$ cat src/rtl/nmr_seq_pkg.sv
// Shared definitions for the NMR scan sequencer: FSM state encoding, default widths, handshake timeout.
// Latency: none (declarations only).
// Backpressure: none (declarations only).
package nmr_seq_pkg;

   localparam int SCAN_CNT_WIDTH_DEF   = 16;
   localparam int REP_DLY_WIDTH_DEF    = 32;
   localparam int SAMPLE_CNT_WIDTH_DEF = 32;
   localparam int ACK_TIMEOUT_DEF      = 64;

   typedef enum logic [2:0] {
      ST_IDLE      = 3'd0,
      ST_LAUNCH    = 3'd1,
      ST_WAIT_BUSY = 3'd2,
      ST_WAIT_DONE = 3'd3,
      ST_CHECK     = 3'd4,
      ST_REP_DELAY = 3'd5,
      ST_DONE      = 3'd6
   } seq_state_t;

   // ADC beats are accepted from controller acknowledge through the check cycle,
   // so late pipeline beats that trail the FSMSTAT fall still land in the right scan.
   function automatic logic in_beat_window(input seq_state_t st);
      return (st == ST_WAIT_BUSY) || (st == ST_WAIT_DONE) || (st == ST_CHECK);
   endfunction

endpackage

$ cat src/rtl/nmr_beat_counter.sv
// Saturating counter of ADC_DATA_VALID beats for one scan; cleared at each launch.
// Latency: o_total is combinational and already includes the beat presented this cycle.
// Backpressure: none; beats outside the enable window are dropped.
module nmr_beat_counter #(
   parameter int WIDTH = 32
) (
   input  logic             i_clk,
   input  logic             i_rst_n,
   input  logic             i_clr,
   input  logic             i_en,
   input  logic             i_beat,
   output logic [WIDTH-1:0] o_total
);

   logic [WIDTH-1:0] r_count;
   logic             w_inc;

   // A beat counts only inside the window and the count sticks at all-ones
   assign w_inc   = i_en & i_beat & ~(&r_count);
   assign o_total = w_inc ? (r_count + WIDTH'(1)) : r_count;

   // Running per-scan count, cleared by reset or at scan launch
   always_ff @(posedge i_clk) begin
      if (!i_rst_n || i_clr) begin
         r_count <= '0;
      end else begin
         r_count <= o_total;
      end
   end

endmodule

$ cat src/rtl/nmr_scan_sequencer.sv
// Multi-scan sequencer driving NMR_Controller: one START per scan, phase cycling, repetition delay, beat check.
// Latency: NMR_START asserted in the cycle after SEQ_START; next NMR_START SCAN_REP_DELAY+2 cycles after FSMSTAT falls.
// Backpressure: SEQ_START ignored while busy; SEQ_ABORT never cuts a controller run short.
module nmr_scan_sequencer
   import nmr_seq_pkg::*;
#(
   parameter int SCAN_CNT_WIDTH   = SCAN_CNT_WIDTH_DEF,
   parameter int REP_DLY_WIDTH    = REP_DLY_WIDTH_DEF,
   parameter int SAMPLE_CNT_WIDTH = SAMPLE_CNT_WIDTH_DEF,
   parameter int ACK_TIMEOUT      = ACK_TIMEOUT_DEF
) (
   input  logic                        PULSEPROG_CLK,
   input  logic                        RESET_N,
   input  logic                        SEQ_START,
   input  logic                        SEQ_ABORT,
   input  logic [SCAN_CNT_WIDTH-1:0]   NUM_SCANS,
   input  logic [REP_DLY_WIDTH-1:0]    SCAN_REP_DELAY,
   input  logic                        PHASE_CYCLE_EN,
   input  logic [SAMPLE_CNT_WIDTH-1:0] EXPECTED_SAMPLES,
   output logic                        NMR_START,
   input  logic                        NMR_FSMSTAT,
   input  logic                        ADC_DATA_VALID,
   output logic                        PHASE_CYCLE,
   output logic [SCAN_CNT_WIDTH-1:0]   SCAN_IDX,
   output logic                        SEQ_BUSY,
   output logic                        SEQ_DONE,
   output logic                        SEQ_ABORTED,
   output logic                        SAMPLE_ERR,
   output logic                        TIMEOUT_ERR
);

   localparam int TMO_W = $clog2(ACK_TIMEOUT + 1);
   localparam logic [TMO_W-1:0]          TMO_LAST = TMO_W'(ACK_TIMEOUT - 1);
   localparam logic [SCAN_CNT_WIDTH-1:0] SCAN_ONE = SCAN_CNT_WIDTH'(1);
   localparam logic [REP_DLY_WIDTH-1:0]  DLY_ONE  = REP_DLY_WIDTH'(1);

   seq_state_t                  r_state;
   logic [SCAN_CNT_WIDTH-1:0]   r_num_scans;
   logic [REP_DLY_WIDTH-1:0]    r_rep_dly;
   logic                        r_phase_en;
   logic [SAMPLE_CNT_WIDTH-1:0] r_expected;
   logic [SCAN_CNT_WIDTH-1:0]   r_scan_idx;
   logic [REP_DLY_WIDTH-1:0]    r_dly_cnt;
   logic [TMO_W-1:0]            r_tmo_cnt;
   logic                        r_abort_pend;
   logic                        r_nmr_start;
   logic                        r_phase;
   logic                        r_busy;
   logic                        r_seq_done;
   logic                        r_aborted;
   logic                        r_sample_err;
   logic                        r_timeout_err;

   logic [SAMPLE_CNT_WIDTH-1:0] w_beat_total;
   logic                        w_abort;
   logic                        w_last_scan;
   logic [SCAN_CNT_WIDTH-1:0]   w_idx_nxt;

   // An abort raised in the same cycle as the decision point counts as pending
   assign w_abort     = SEQ_ABORT | r_abort_pend;
   assign w_last_scan = (r_scan_idx == (r_num_scans - SCAN_ONE));
   assign w_idx_nxt   = r_scan_idx + SCAN_ONE;

   nmr_beat_counter #(
      .WIDTH (SAMPLE_CNT_WIDTH)
   ) u_beat_cnt (
      .i_clk   (PULSEPROG_CLK),
      .i_rst_n (RESET_N),
      .i_clr   (r_state == ST_LAUNCH),
      .i_en    (in_beat_window(r_state)),
      .i_beat  (ADC_DATA_VALID),
      .o_total (w_beat_total)
   );

   // Sequencer FSM; every output is a register written alongside the state it belongs to
   always_ff @(posedge PULSEPROG_CLK) begin
      if (!RESET_N) begin
         r_state       <= ST_IDLE;
         r_num_scans   <= '0;
         r_rep_dly     <= '0;
         r_phase_en    <= 1'b0;
         r_expected    <= '0;
         r_scan_idx    <= '0;
         r_dly_cnt     <= '0;
         r_tmo_cnt     <= '0;
         r_abort_pend  <= 1'b0;
         r_nmr_start   <= 1'b0;
         r_phase       <= 1'b0;
         r_busy        <= 1'b0;
         r_seq_done    <= 1'b0;
         r_aborted     <= 1'b0;
         r_sample_err  <= 1'b0;
         r_timeout_err <= 1'b0;
      end else begin
         r_nmr_start <= 1'b0;
         r_seq_done  <= 1'b0;
         if ((r_state != ST_IDLE) && SEQ_ABORT) begin
            r_abort_pend <= 1'b1;
         end
         case (r_state)
            ST_IDLE: begin
               if (SEQ_START) begin
                  r_num_scans   <= NUM_SCANS;
                  r_rep_dly     <= SCAN_REP_DELAY;
                  r_phase_en    <= PHASE_CYCLE_EN;
                  r_expected    <= EXPECTED_SAMPLES;
                  r_scan_idx    <= '0;
                  r_phase       <= 1'b0;
                  r_abort_pend  <= 1'b0;
                  r_aborted     <= 1'b0;
                  r_sample_err  <= 1'b0;
                  r_timeout_err <= 1'b0;
                  r_busy        <= 1'b1;
                  if (NUM_SCANS == '0) begin
                     r_state    <= ST_DONE;
                     r_seq_done <= 1'b1;
                  end else begin
                     r_state     <= ST_LAUNCH;
                     r_nmr_start <= 1'b1;
                  end
               end
            end
            ST_LAUNCH: begin
               r_tmo_cnt <= '0;
               r_state   <= ST_WAIT_BUSY;
            end
            ST_WAIT_BUSY: begin
               if (NMR_FSMSTAT) begin
                  r_state <= ST_WAIT_DONE;
               end else if (r_tmo_cnt == TMO_LAST) begin
                  r_timeout_err <= 1'b1;
                  r_aborted     <= w_abort;
                  r_seq_done    <= 1'b1;
                  r_state       <= ST_DONE;
               end else begin
                  r_tmo_cnt <= r_tmo_cnt + TMO_W'(1);
               end
            end
            ST_WAIT_DONE: begin
               if (!NMR_FSMSTAT) begin
                  r_state <= ST_CHECK;
               end
            end
            ST_CHECK: begin
               if (w_beat_total != r_expected) begin
                  r_sample_err <= 1'b1;
               end
               if (w_abort || w_last_scan) begin
                  r_aborted  <= w_abort;
                  r_seq_done <= 1'b1;
                  r_state    <= ST_DONE;
               end else begin
                  r_scan_idx <= w_idx_nxt;
                  r_phase    <= r_phase_en & w_idx_nxt[0];
                  r_dly_cnt  <= r_rep_dly;
                  if (r_rep_dly == '0) begin
                     r_nmr_start <= 1'b1;
                     r_state     <= ST_LAUNCH;
                  end else begin
                     r_state <= ST_REP_DELAY;
                  end
               end
            end
            ST_REP_DELAY: begin
               if (w_abort) begin
                  r_aborted  <= 1'b1;
                  r_seq_done <= 1'b1;
                  r_state    <= ST_DONE;
               end else if (r_dly_cnt == DLY_ONE) begin
                  r_nmr_start <= 1'b1;
                  r_state     <= ST_LAUNCH;
               end else begin
                  r_dly_cnt <= r_dly_cnt - DLY_ONE;
               end
            end
            ST_DONE: begin
               r_busy  <= 1'b0;
               r_state <= ST_IDLE;
            end
            default: begin
               r_busy  <= 1'b0;
               r_state <= ST_IDLE;
            end
         endcase
      end
   end

   assign NMR_START   = r_nmr_start;
   assign PHASE_CYCLE = r_phase;
   assign SCAN_IDX    = r_scan_idx;
   assign SEQ_BUSY    = r_busy;
   assign SEQ_DONE    = r_seq_done;
   assign SEQ_ABORTED = r_aborted;
   assign SAMPLE_ERR  = r_sample_err;
   assign TIMEOUT_ERR = r_timeout_err;

endmodule

$ cat config.mk
export PLATFORM = sky130hd
export DESIGN_NAME = nmr_scan_sequencer
export DESIGN_NICKNAME = d
export VERILOG_FILES = /design/src/rtl/nmr_seq_pkg.sv /design/src/rtl/nmr_beat_counter.sv /design/src/rtl/nmr_scan_sequencer.sv
export SDC_FILE = /design/constraint.sdc
export NUM_CORES = 1
export LEC_CHECK = 0
export ABC_AREA = 1
export CAP_MARGIN = 40
export CORE_MARGIN = 1.5
export CORE_UTILIZATION = 45
export DETAILED_ROUTE_END_ITERATION = 8
export GPL_TIMING_DRIVEN = 0
export PLACE_DENSITY = 0.69
export SKIP_LAST_GASP = 1
export SYNTH_ARGS = -nofsm -noshare
export SYNTH_HDL_FRONTEND = slang
export SYNTH_SLANG_ARGS = --single-unit
export TNS_END_PERCENT = 100
$ cat constraint.sdc
create_clock -name PULSEPROG_CLK -period 3.1 [get_ports PULSEPROG_CLK]
set_clock_uncertainty 0.1 [all_clocks]
set_input_delay 0.465 -clock PULSEPROG_CLK [delete_from_list [all_inputs] [get_ports PULSEPROG_CLK]]
set_output_delay 0.465 -clock PULSEPROG_CLK [all_outputs]
set_load 0.02 [all_outputs]
==> flow_metrics.tcl, run 1 <==
set metrics [dict create \
    num_antenna_cells 0 \
    reg2reg_from "r_state[2]" \
    power_density_nw_per_um2 930.9 \
    cellLeakagePower_nw 5.301 \
    ys_top_cells_by_area "dfxtp_1 34%, nand2_1 17%, nor2_1 8.1%" \
    cts-root-buf "clkbuf_16" \
    drc 0 \
    cp_max_fo 10 \
    finalSetupViolations 0 \
    cts_hold_buf 0 \
    nNetsFinal 1922 \
    synth_seq_area_share_pct 34.05 \
    fin_hold_ws_ns 0.3687 \
    syn_nets 1794 \
    reg2regPathDepth 8 \
    io_pins 110 \
    portBuffers 108 \
    timing_worst_setup_path_type "reg2reg" \
    hold_viol 0 \
    worstSetupStartpoint "r_state[2]" \
    chipHeight_microns 155.9 \
    fillCellCount 2309 \
    fmax_mhz 341.7 \
    endpoint_kind "flop" \
    maxCapViolations 0 \
    track_usage_pct 28.04 \
    seq_area_sq_um 3583 \
    die_area_sq_um 24310 \
    required_ns 3.30 \
    cts_buffers 17 \
    postLayoutCoreUtil_pct 55.26 \
    syn_area_per_cell_sq_um 6.186 \
    cts_sinks 179 \
    netlist_instances 1701 \
    fin_crit_ns 2.927 \
    viasPerCell 5.203 \
    yosys_warnings 0 \
    min_path_cells 2 \
    drt-initial-drc-count 856 \
    slew-limit-headroom_pct 49.25 \
    min_path_type "reg2reg" \
    area_delta_synth_final_pct 19.62 \
    antenna_found_initial 1 \
    start_util_pct 46.20 \
    rsz0062_at_grt "false" \
    insertion_delay_ns 0.45 \
    cp.arrival_ns 3.13 \
    overflow 0 \
    layout-drive-gt1-share_pct 5.378 \
    worstSetupStartpointType "flop" \
    hold_start "PHASE_CYCLE" \
    dpl.hpwl_microns 25280 \
    synth_seq_cells 179 \
    row_count 55 \
    synth_area_sq_um 10520 \
    htree_levels 4 \
    grt_pass1_vias 10225 \
    vias 11208 \
    yosysTopAreaCellShare_pct 34.05 \
    wl_microns 33340 \
    clkTransAtPathRegs_ns 0.07 \
    cts_tree "done" \
    antenna_left 0 \
    dr.pass1.iters 6 \
    status "finished, final reports clean" \
    core_area_sq_um 22780 \
    gp_congestion 0.9723 \
    wire_per_inst_microns 15.48 \
    worstMarginPinSlew_ns 0.7612 \
    synth_top_area_cell "dfxtp_1" \
    grt_pass1_wl_microns 53290 \
    ir_drop_mv 0.4396 \
    clockBufferDepth 2 \
    die_w_microns 155.9 \
    drv_slew 0 \
    min_period_over_period_pct 94.41 \
    multiInputGateArea_sq_um 5881 \
    grt_max_degree 17 \
    synth_cell_type_count 41 \
]
cells in the mapped netlist (all sizes together):
library cell	number
a21oi	139
a221oi	1
a22oi	1
a31oi	3
and2	3
and3	1
buf	24
clkbuf	41
clkinv	1
dfxtp	179
ha	6
inv	197
mux2i	2
nand2	477
nand3	160
nand3b	6
nand4	19
nor2	243
nor3	13
nor4	19
nor4b	1
o21a	1
o21ai	113
o22ai	2
or2	1
xnor2	12
xnor3	2
xor2	34
critical path, stage by stage, from the launching register on:
cell,delay [ns]
dfxtp_1,0.46
inv_1,0.11
nand2_1,0.15
inv_1,0.14
nand2_1,0.11
clkbuf_1,0.55
clkbuf_2,0.46
clkbuf_1,0.55
a21oi_1,0.15
metal layers:
metal / vias to the layer above / wire length (microns) / global-route usage, %
met4: 2 / 916 / 9.161
met1: 5083 / 14920 / 36.61
li1: 5702 / - / -
met5: - / 10 / 0
met2: 368 / 15590 / 47.24
met3: 53 / 1897 / 4.361
flip-flops by register name (all words and copies together), names as in the netlist:
signal and count:
NMR_START 1, PHASE_CYCLE 1, SAMPLE_ERR 1, SCAN_IDX 16
SEQ_ABORTED 1, SEQ_BUSY 1, SEQ_DONE 1, TIMEOUT_ERR 1
r_abort_pend 1, r_dly_cnt 32, r_expected 32, r_num_scans 16
r_phase_en 1, r_rep_dly 32, r_state 3, r_tmo_cnt 7
u_beat_cnt.r_count 32
logic make-up after synthesis:
family,after synthesis,share of synthesized area [%]
simple gates,943,38.12
compound gates,260,12.58
mux,2,0.1903
buf+inv,263,10.08
fa+ha+maj,6,0.7134
flops,179,34.05
xor+xnor,48,4.257
per-stage QoR:
stage / std cells / cell area [sq um] / worst slack, ns / setup TNS, ns / total power [mW]
3_3_place_gp: 2122 / 12000 / -0.2443 / -6.262 / 9.368
5_1_grt: 2154 / 12590 / 0.04776 / 0 / 12.76
3_5_place_dp: 2122 / 12000 / -0.1922 / -3.707 / 9.440
4_1_cts: 2153 / 12570 / 0.1671 / 0 / 11.67
2_1_floorplan: 1701 / 10520 / 0.8808 / 0 / 7.803
6_report: 2154 / 12590 / 0.1733 / 0 / 11.72
where the power goes:
part / internal [mW] / switching [mW]
Clock: 1.20 / 1.01
Combinational: 2.08 / 4.05
Sequential: 2.89 / 0.488
Total: 6.17 / 5.55
final timing paths:
path	end	slack [ns]
worst min register to register	PHASE_CYCLE	0.37
worst max register to register	r_expected[21]	0.17
worst min-delay path	PHASE_CYCLE	0.37
worst max-delay path	r_expected[21]	0.17
layout make-up:
cell class | instances | area share [%]
multi-input cells | 1259 | 46.72
flip-flops and latches | 179 | 28.47
repair buffers | 109 | 8.648
inverters | 198 | 5.924
clock buffers | 18 | 3.410
well taps | 313 | 3.111
plain buffers | 65 | 2.535
clock inverters | 13 | 1.183
placed cells by master (no fill, tap or decap), drive strengths merged:
| cell | n |
|---|---|
| nand2 | 477 |
| nor2 | 243 |
| inv | 203 |
| dfxtp | 179 |
| nand3 | 160 |
| a21oi | 139 |
| o21ai | 113 |
| clkdlybuf4s50 | 108 |
| clkbuf | 60 |
| xor2 | 34 |
| buf | 24 |
| nand4 | 19 |
| nor4 | 19 |
| nor3 | 13 |
| xnor2 | 12 |
| nand3b | 6 |
| ha | 6 |
| clkinv | 4 |
| and2 | 3 |
| a31oi | 3 |
| xnor3 | 2 |
| mux2i | 2 |
| o22ai | 2 |
| bufinv | 2 |
| clkinvlp | 2 |
| or2 | 1 |
| o21a | 1 |
| a22oi | 1 |
| and3 | 1 |
| a221oi | 1 |
| nor4b | 1 |
repair_timing:
action / in CTS / in global routing
resized for setup: 1 / 2
pin swaps: 0 / 1
setup buffers: 0 / 1
endpoints found under the setup margin: 10 / 1
Power figures use the tool's default switching activity.
==> run 2: changes to the inputs <==
Settings changed: PLACE_DENSITY 0.69 to 0.65.
==> run 2 against run 1 <==
Effect of this change:
- non-clock buffer count decreased by 1
- combinational power about the same
- count of clock-buffer cells in the layout unchanged
- worst hold slack got worse by 0.0020 ns
- critical endpoint is now SAMPLE_ERR
==> flow_metrics.tcl, run 2 (synthesized netlist as in run 1, its figures left out) <==
set metrics [dict create \
    layout-drive-gt1-share_pct 5.323 \
    die_w_microns 155.9 \
    post_cts_buffers 0 \
    fin_ws_ns 0.2094 \
    num_antenna_cells 0 \
    wire_per_inst_microns 15.63 \
    grt_pass1_wl_microns 52610 \
    cp_max_fo 10 \
    drt-initial-drc-count 706 \
    drc 0 \
    htree_levels 4 \
    final_cells 2154 \
    slew-limit-headroom_pct 55.12 \
    row_count 55 \
    overflow 0 \
    area_delta_synth_final_pct 19.73 \
    ir_drop_mv 0.5635 \
    layout_commonest_cell "nand2_1" \
    dpl.hpwl_microns 25760 \
    p_int_mw 6.180 \
    antenna_left 0 \
    cts_tree "done" \
    grt_pass1_vias 10119 \
    drv_slew 0 \
    slowest_delay_ns 0.38 \
    io_pins 110 \
    antenna_found_initial 0 \
    dr.pass1.iters 5 \
    die_area_sq_um 24310 \
    worstMarginPinSlew_ns 0.6732 \
    critPathSlowestCell "dfxtp_1" \
    timing_worst_setup_path_type "reg2reg" \
    cts_buffers 17 \
    power_frac_clock_pct 19.3 \
    chipHeight_microns 155.9 \
    cp.arrival_ns 3.12 \
    cts-root-buf "clkbuf_16" \
    layout_common_cells "464 x nand2_1, 228 x nor2_1, 190 x inv_1" \
    power_frac_comb_pct 52.0 \
    start_util_pct 46.20 \
    switching_share_pct 47.43 \
    wl_microns 33670 \
    worstSetupStartpointType "flop" \
    min_period_over_period_pct 93.25 \
    track_usage_pct 27.96 \
    hold_viol 0 \
    maxCapViolations 0 \
    clockBufferDepth 2 \
    cellLeakagePower_nw 5.301 \
    cp_cell_sequence "ha_1 > clkbuf_4 > inv_2 > nor2_4 > nand2_2 > nor2_4 > nand2_2 > nand2_4 > inv_4 > buf_6 > nand2_2 > nand2_1 > nand2_1 > nand2_1 > nor2_1 > nand2_1 > nor2_1 > nand3_1 > nand2_1 > a21oi_1" \
    pre_cts_slack_ns -0.1028 \
    rsz0062_at_grt "true" \
    p_seq_share_pct 28.7 \
    vias 11075 \
    min_path_type "reg2reg" \
    nNetsFinal 1921 \
    finalSetupViolations 0 \
    placedCellCount 2122 \
    gp_congestion 0.9539 \
    clkTransAtPathRegs_ns 0.07 \
    crit_family "simple AND/OR/NAND/NOR gates" \
    required_ns 3.33 \
    fmax_mhz 345.9 \
    switching_power_mw 5.575 \
    insertion_delay_ns 0.45 \
    status "finished, final reports clean" \
    viasPerCell 5.142 \
    power_density_nw_per_um2 933.1 \
    fin_crit_ns 2.891 \
    portBuffers 108 \
    worst-path-buf-inv 4 \
    cts_sinks 179 \
    crit_path_frequent_cell "nand2_1" \
    grt_max_degree 18 \
    endpoint_kind "flop" \
    core_area_sq_um 22780 \
]
[run 2: cell count changes in the layout (fill, tap and decap cells not counted)]
cell / delta
nor2_2: -1
clkinvlp_4: +1
inv_6: -1
inv_8: +1
clkinv_2: -1
buf_4: -1
clkinv_8: +1
nor2_1: +1
[run 2: through the flow]
step           hold slack, ns  power [mW]  util [%]  area [sq um]  setup TNS (ns)
6_report               0.3667       11.75     55.31         12600               0
5_1_grt                0.3892       12.74     55.31         12600        -0.04559
4_1_cts                0.3708       11.74     55.29         12590               0
3_5_place_dp           0.3601       9.446     52.66         12000          -1.903
3_3_place_gp           0.3532       9.398     52.66         12000          -1.377
2_1_floorplan          0.3307       7.803         -         10520               0
[run 2: area by class of cell]
type	count	area, sq um
Clock buffer	18	429.2
Inverter	198	745.7
Timing Repair Buffer	108	1081
Fill cell	2370	10180
Buffer	65	319.1
Multi-Input combinational cell	1259	5878
Clock inverter	14	170.2
Tap cell	313	391.6
Sequential cell	179	3583
[run 2: layer usage]
layer	global-route usage [%]	vias up	part of all wire, %	routed length [microns]
met5	0	-	0	0
met2	47.96	291	47	15870
li1	-	5696	-	-
met1	35.26	5040	45	15300
met3	3.389	48	4.2	1407
met4	12.15	0	3.2	1092
[run 2: final timing paths]
path | startpoint | end | slack (ns) | depth (start not counted)
worst max-delay path | u_beat_cnt.r_count[1] | SAMPLE_ERR | 0.21 | 20
worst min-delay path | r_phase_en | r_phase_en | 0.37 | 2
worst max register to register | u_beat_cnt.r_count[1] | SAMPLE_ERR | 0.21 | 20
worst min register to register | r_phase_en | r_phase_en | 0.37 | 2
[run 2: power groups by stage]
stage                     logic (mW)  registers, mW  clock network, mW
after CTS                       6.08           3.36               2.30
final                           6.11           3.38               2.27
after global placement          5.99           3.41                  0
after global routing            6.91           3.45               2.39
after detailed placement        6.04           3.41                  0
after floorplan                 4.50           3.30                  0
[run 2: timing repair]
action	CTS	global route
hold buffers	0	0
resized for setup	0	3
endpoints found under the setup margin	0	21
hold endpoints to repair	0	0
[run 2: worst min-delay path, delay by kind of cell (launching register included)]
family,cells,cell delay (ns)
compound gates,1,0.06
buf+inv,1,0.07
flops,1,0.30
==> patch 1: new RTL, flow settings as in run 1 <==
Add an input register stage for `EXPECTED_SAMPLES`, without a reset; this delays it by one clock. The other inputs are not delayed to match.
--- a/src/rtl/nmr_scan_sequencer.sv
+++ b/src/rtl/nmr_scan_sequencer.sv
@@ -33,6 +33,12 @@
    localparam logic [TMO_W-1:0]          TMO_LAST = TMO_W'(ACK_TIMEOUT - 1);
    localparam logic [SCAN_CNT_WIDTH-1:0] SCAN_ONE = SCAN_CNT_WIDTH'(1);
    localparam logic [REP_DLY_WIDTH-1:0]  DLY_ONE  = REP_DLY_WIDTH'(1);
+
+   logic [SAMPLE_CNT_WIDTH-1:0] EXPECTED_SAMPLES_q;
+
+   always_ff @(posedge PULSEPROG_CLK) begin
+      EXPECTED_SAMPLES_q <= EXPECTED_SAMPLES;
+   end
 
    seq_state_t                  r_state;
    logic [SCAN_CNT_WIDTH-1:0]   r_num_scans;
@@ -103,7 +109,7 @@
                   r_num_scans   <= NUM_SCANS;
                   r_rep_dly     <= SCAN_REP_DELAY;
                   r_phase_en    <= PHASE_CYCLE_EN;
-                  r_expected    <= EXPECTED_SAMPLES;
+                  r_expected    <= EXPECTED_SAMPLES_q;
                   r_scan_idx    <= '0;
                   r_phase       <= 1'b0;
                   r_abort_pend  <= 1'b0;
Behaviour: not the same (a bounded check fails within 10 cycles, from zero or initial values and one cycle with RESET_N low).
==> patch 1 against run 1 <==
Cell area increased by 7.7%. Clock power is 35% higher. Area after synthesis up 6.6%. Final cell count increased by 1.5%. Utilization rose by 0.33 points. Sequential cell count rose by 32. Wire length fell by 5.0%. Critical path type unchanged. Total power fell by 0.22%. Worst setup slack gained 0.10 ns.
==> patch 1: results (changes against run 1) <==
[logic_synthesis]
seq_area_frac_synth = 0.377  ; +0.0360
synth_commonest_cells = 412 x nand2_1, 266 x nor2_1, 211 x dfxtp_1, 194 x inv_1, 123 x nand3_1
syn_nets = 1803  ; +0.50%
synthCells = 1710  ; +0.53%
synth.distinct_cells = 46  ; +12%

[timing]
fin_crit_sh = 0.911  ; -0.0334

[hold_path]
hold_depth = 1  ; -1
hold_end = EXPECTED_SAMPLES_q[1]
hold_class = in -> reg

[critical_path]
r2r_slack_ns = 0.28  ; +0.10 ns
r2r_start = u_beat_cnt.r_count[0]
r2r-end = SAMPLE_ERR
worstRegToRegCells = 19  ; +11

[clocking]
clk_latency_ns = 0.52  ; +0.07 ns
cts_max_level = 1  ; -3
cts.repair.resized = 0  ; -1
cts-buffers-inserted = 24  ; +7
clockBufferDepth = 3  ; +1

[drt]
drt-initial-drc-count = 807  ; -5.7%
wl_per_cell_um = 14.5  ; -6.4%
via_per_inst = 5.11  ; -1.8%

[cells_and_area]
final_cell_count_no_fill = 2186  ; +1.5%
nNetsFinal = 1937  ; +0.78%
post_route_cells_drive_above_1_share = 0.0618  ; +0.00802

[outcome]
status = finished, final reports clean

[place]
dp.final_hpwl_mm = 24.4  ; -3.4%
post-place-ws_ns = 0.0655  ; +0.258 ns
gp_congestion = 0.942  ; -3.1%
dp_cells = 2142  ; +0.94%

[power_and_ir_drop]
powerClk_mw = 2.99  ; +35%
p_leak_nw = 5.73  ; +8.0%

patch 1: cell count changes after synthesis, moves of 11 or more:
cell	change
nand3_1	-33
a21oi_1	-22
dfxtp_1	+32
nand2_1	-52
nor2_1	+38
o21ai_0	+11
patch 1: critical path, stage by stage (launching register included):
cell     delay (ns)
dfxtp_2        0.40
ha_2           0.25
inv_1          0.08
nor2_4         0.19
nand2_4        0.10
nor2_8         0.19
nand2_8        0.12
nand2_8        0.13
inv_4          0.04
buf_6          0.16
nand2_2        0.07
nand2_1        0.07
nand2_1        0.06
nand3_1        0.06
nor2_1         0.13
nand2_1        0.08
nor2_1         0.20
nand3_1        0.13
nand2_1        0.08
a21oi_1        0.05
patch 1: layout make-up:
cell class              count  area, um^2
well taps                 324         405
plain buffers              62         320
repair buffers            108        1080
diodes                      1        2.50
clock buffers              35         723
flip-flops and latches    211        4230
inverters                 198         746
fillers                  2419       10800
multi-input cells        1239        5930
clock inverters             8         124
patch 1: cells by family (layout without fill, tap and decap cells):
kind of cell | count (synthesis) | in the layout | synth area share
XOR/XNOR | 49 | 49 | 0.0383
AND/OR/NAND/NOR | 917 | 917 | 0.357
buffers and inverters | 260 | 411 | 0.0950
other | 0 | 1 | 0
flip-flops | 211 | 211 | 0.377
adder cells (fa/ha/maj) | 6 | 6 | 0.00669
multiplexers | 3 | 3 | 0.00268
AO/OA/AOI/OAI | 264 | 264 | 0.123
patch 1: metal layers:
| metal | track usage | routed length [um] | vias to the layer above |
|---|---|---|---|
| li1 | - | - | 5743 |
| met3 | 0.0258 | 1470 | 88 |
| met4 | 0.117 | 1550 | 0 |
| met5 | 0 | 0 | - |
| met1 | 0.306 | 13800 | 5036 |
| met2 | 0.432 | 14800 | 302 |
==> patch 2: new RTL, settings of run 1 <==
Made on the original files. The package constant `ACK_TIMEOUT_DEF` goes from 64 to 32.
--- a/src/rtl/nmr_seq_pkg.sv
+++ b/src/rtl/nmr_seq_pkg.sv
@@ -6,7 +6,7 @@
    localparam int SCAN_CNT_WIDTH_DEF   = 16;
    localparam int REP_DLY_WIDTH_DEF    = 32;
    localparam int SAMPLE_CNT_WIDTH_DEF = 32;
-   localparam int ACK_TIMEOUT_DEF      = 64;
+   localparam int ACK_TIMEOUT_DEF      = 32;
 
    typedef enum logic [2:0] {
       ST_IDLE      = 3'd0,
Function: same outputs for any inputs over 4 cycles, from zero or initial values and one cycle with RESET_N low; that may be too few to reach the edited logic, so the function may still have changed.
==> patch 2 against run 1 <==
Worst setup slack better by 0.046 ns. Area after synthesis decreased by 2.0%. Count of clock-buffer cells in the layout increased by 1. Cell area shrank 2.0%. Total power fell by 12%. Critical path depth rose by 11. Largest power group unchanged. Wire length is 6.8% lower. Largest cell class unchanged. Sequential cell count shrank 1.
==> patch 2: results (changes against run 1) <==
[cells_and_area]
post_route_cells_drive_above_1_share = 0.0541  ; +0.000340
nNetsFinal = 1854  ; -3.5%
fill_cells = 2298  ; -0.48%

[logic_synthesis]
seq_area_frac_synth = 0.345  ; +0.00487
synth_commonest_cells = 445 x nand2_1, 203 x nor2_1, 178 x dfxtp_1, 170 x inv_1, 147 x a21oi_1
synthTopCellsByArea = dfxtp_1 35%, nand2_1 16%, nor2_1 7.4%
syn_nets = 1728  ; -3.7%
synth.distinct_cells = 48  ; +17%

[power_and_ir_drop]
p_leak_nw = 4.99  ; -5.9%
vdd_drop_max_mv = 0.366  ; -17%

[hold_path]
hold_end = r_tmo_cnt[5]
hp-start = r_tmo_cnt[5]

[critical_path]
worstRegToRegCells = 19  ; +11
r2r-end = SAMPLE_ERR
cpPeakStageDelay_ns = 0.45  ; -0.10 ns
cp_slowest_cell = dfxtp_1
r2r_slack_ns = 0.22  ; +0.05 ns
r2r_start = u_beat_cnt.r_count[0]
worstPathArrival_ns = 3.11  ; -0.02 ns
crit_family = simple AND/OR/NAND/NOR gates

[drt]
drt-initial-drc-count = 911  ; +6.4%
vias = 11000  ; -2.2%
firstDrtPassIters = 5  ; -1
wl_per_cell_um = 15.1  ; -2.5%

[global_routing]
grt_pass1_wl_mm = 50.2  ; -5.8%
grt_max_degree = 17  ; unchanged
grt_pass1_vias = 10100  ; -1.7%
antenna_found_initial = 0  ; -1
grt.total_usage = 0.264  ; -0.0166

[place]
gp_congestion = 0.986  ; +1.4%
post-place-ws_ns = 0.228  ; +0.420 ns
dp.final_hpwl_mm = 23.9  ; -5.4%
io_buffers = 107  ; -0.93%

[timing]
min_period_ns = 2.88  ; -0.0464 ns
relSlewSlack = 0.523  ; +0.0306

[clocking]
clk_pin_slew_ns = 0.07  ; about the same
cts.repair.resized = 0  ; -1
cts_root_buf = clkbuf_16

[outcome]
status = finished, final reports clean

patch 2: report_power, final:
group / internal, mW / switching [mW]
clock: 1.22 / 0.988
combinational: 1.72 / 3.19
sequential: 2.77 / 0.422
total: 5.71 / 4.60
patch 2: per-layer routing:
metal,up-vias,wire length [um],global-route usage
met5,-,0,0
met4,0,1080,0.103
met3,86,2130,0.0437
met2,416,14500,0.447
met1,4936,13300,0.335
li1,5526,-,-
patch 2: metrics by stage:
step                cells  hold slack, ns  power (mW)  utilization  area [um^2]
finish               2059           0.368        10.3        0.547        12300
detailed placement   2027           0.357        8.07        0.520        11700
CTS                  2059           0.358        10.3        0.547        12300
floorplan            1635           0.333        6.73            -        10300
global placement     2027           0.353        7.98        0.520        11700
global route         2059           0.385        11.1        0.547        12300
patch 2: layout make-up:
type / instances / share of cell area
Buffer: 60 / 0.0245
Clock buffer: 19 / 0.0359
Clock inverter: 13 / 0.0125
Inverter: 179 / 0.0551
Multi-Input combinational cell: 1218 / 0.468
Sequential cell: 178 / 0.289
Tap cell: 285 / 0.0289
Timing Repair Buffer: 107 / 0.0868
patch 2: kinds of logic after synthesis:
kind of cell,Yosys count,share of synthesized area
multiplexers,3,0.00291
flip-flops,178,0.345
AND/OR/NAND/NOR,884,0.369
buffers and inverters,239,0.0952
AO/OA/AOI/OAI,275,0.137
XOR/XNOR,50,0.0424
adder cells (fa/ha/maj),6,0.00728
patch 2: worst min-delay path, delay by kind of cell (launching register included):
| family | cells | cell delay [ns] |
|---|---|---|
| DFF | 1 | 0.31 |
| AOI/OAI and AO/OA | 1 | 0.05 |
| buffers and inverters | 1 | 0.06 |
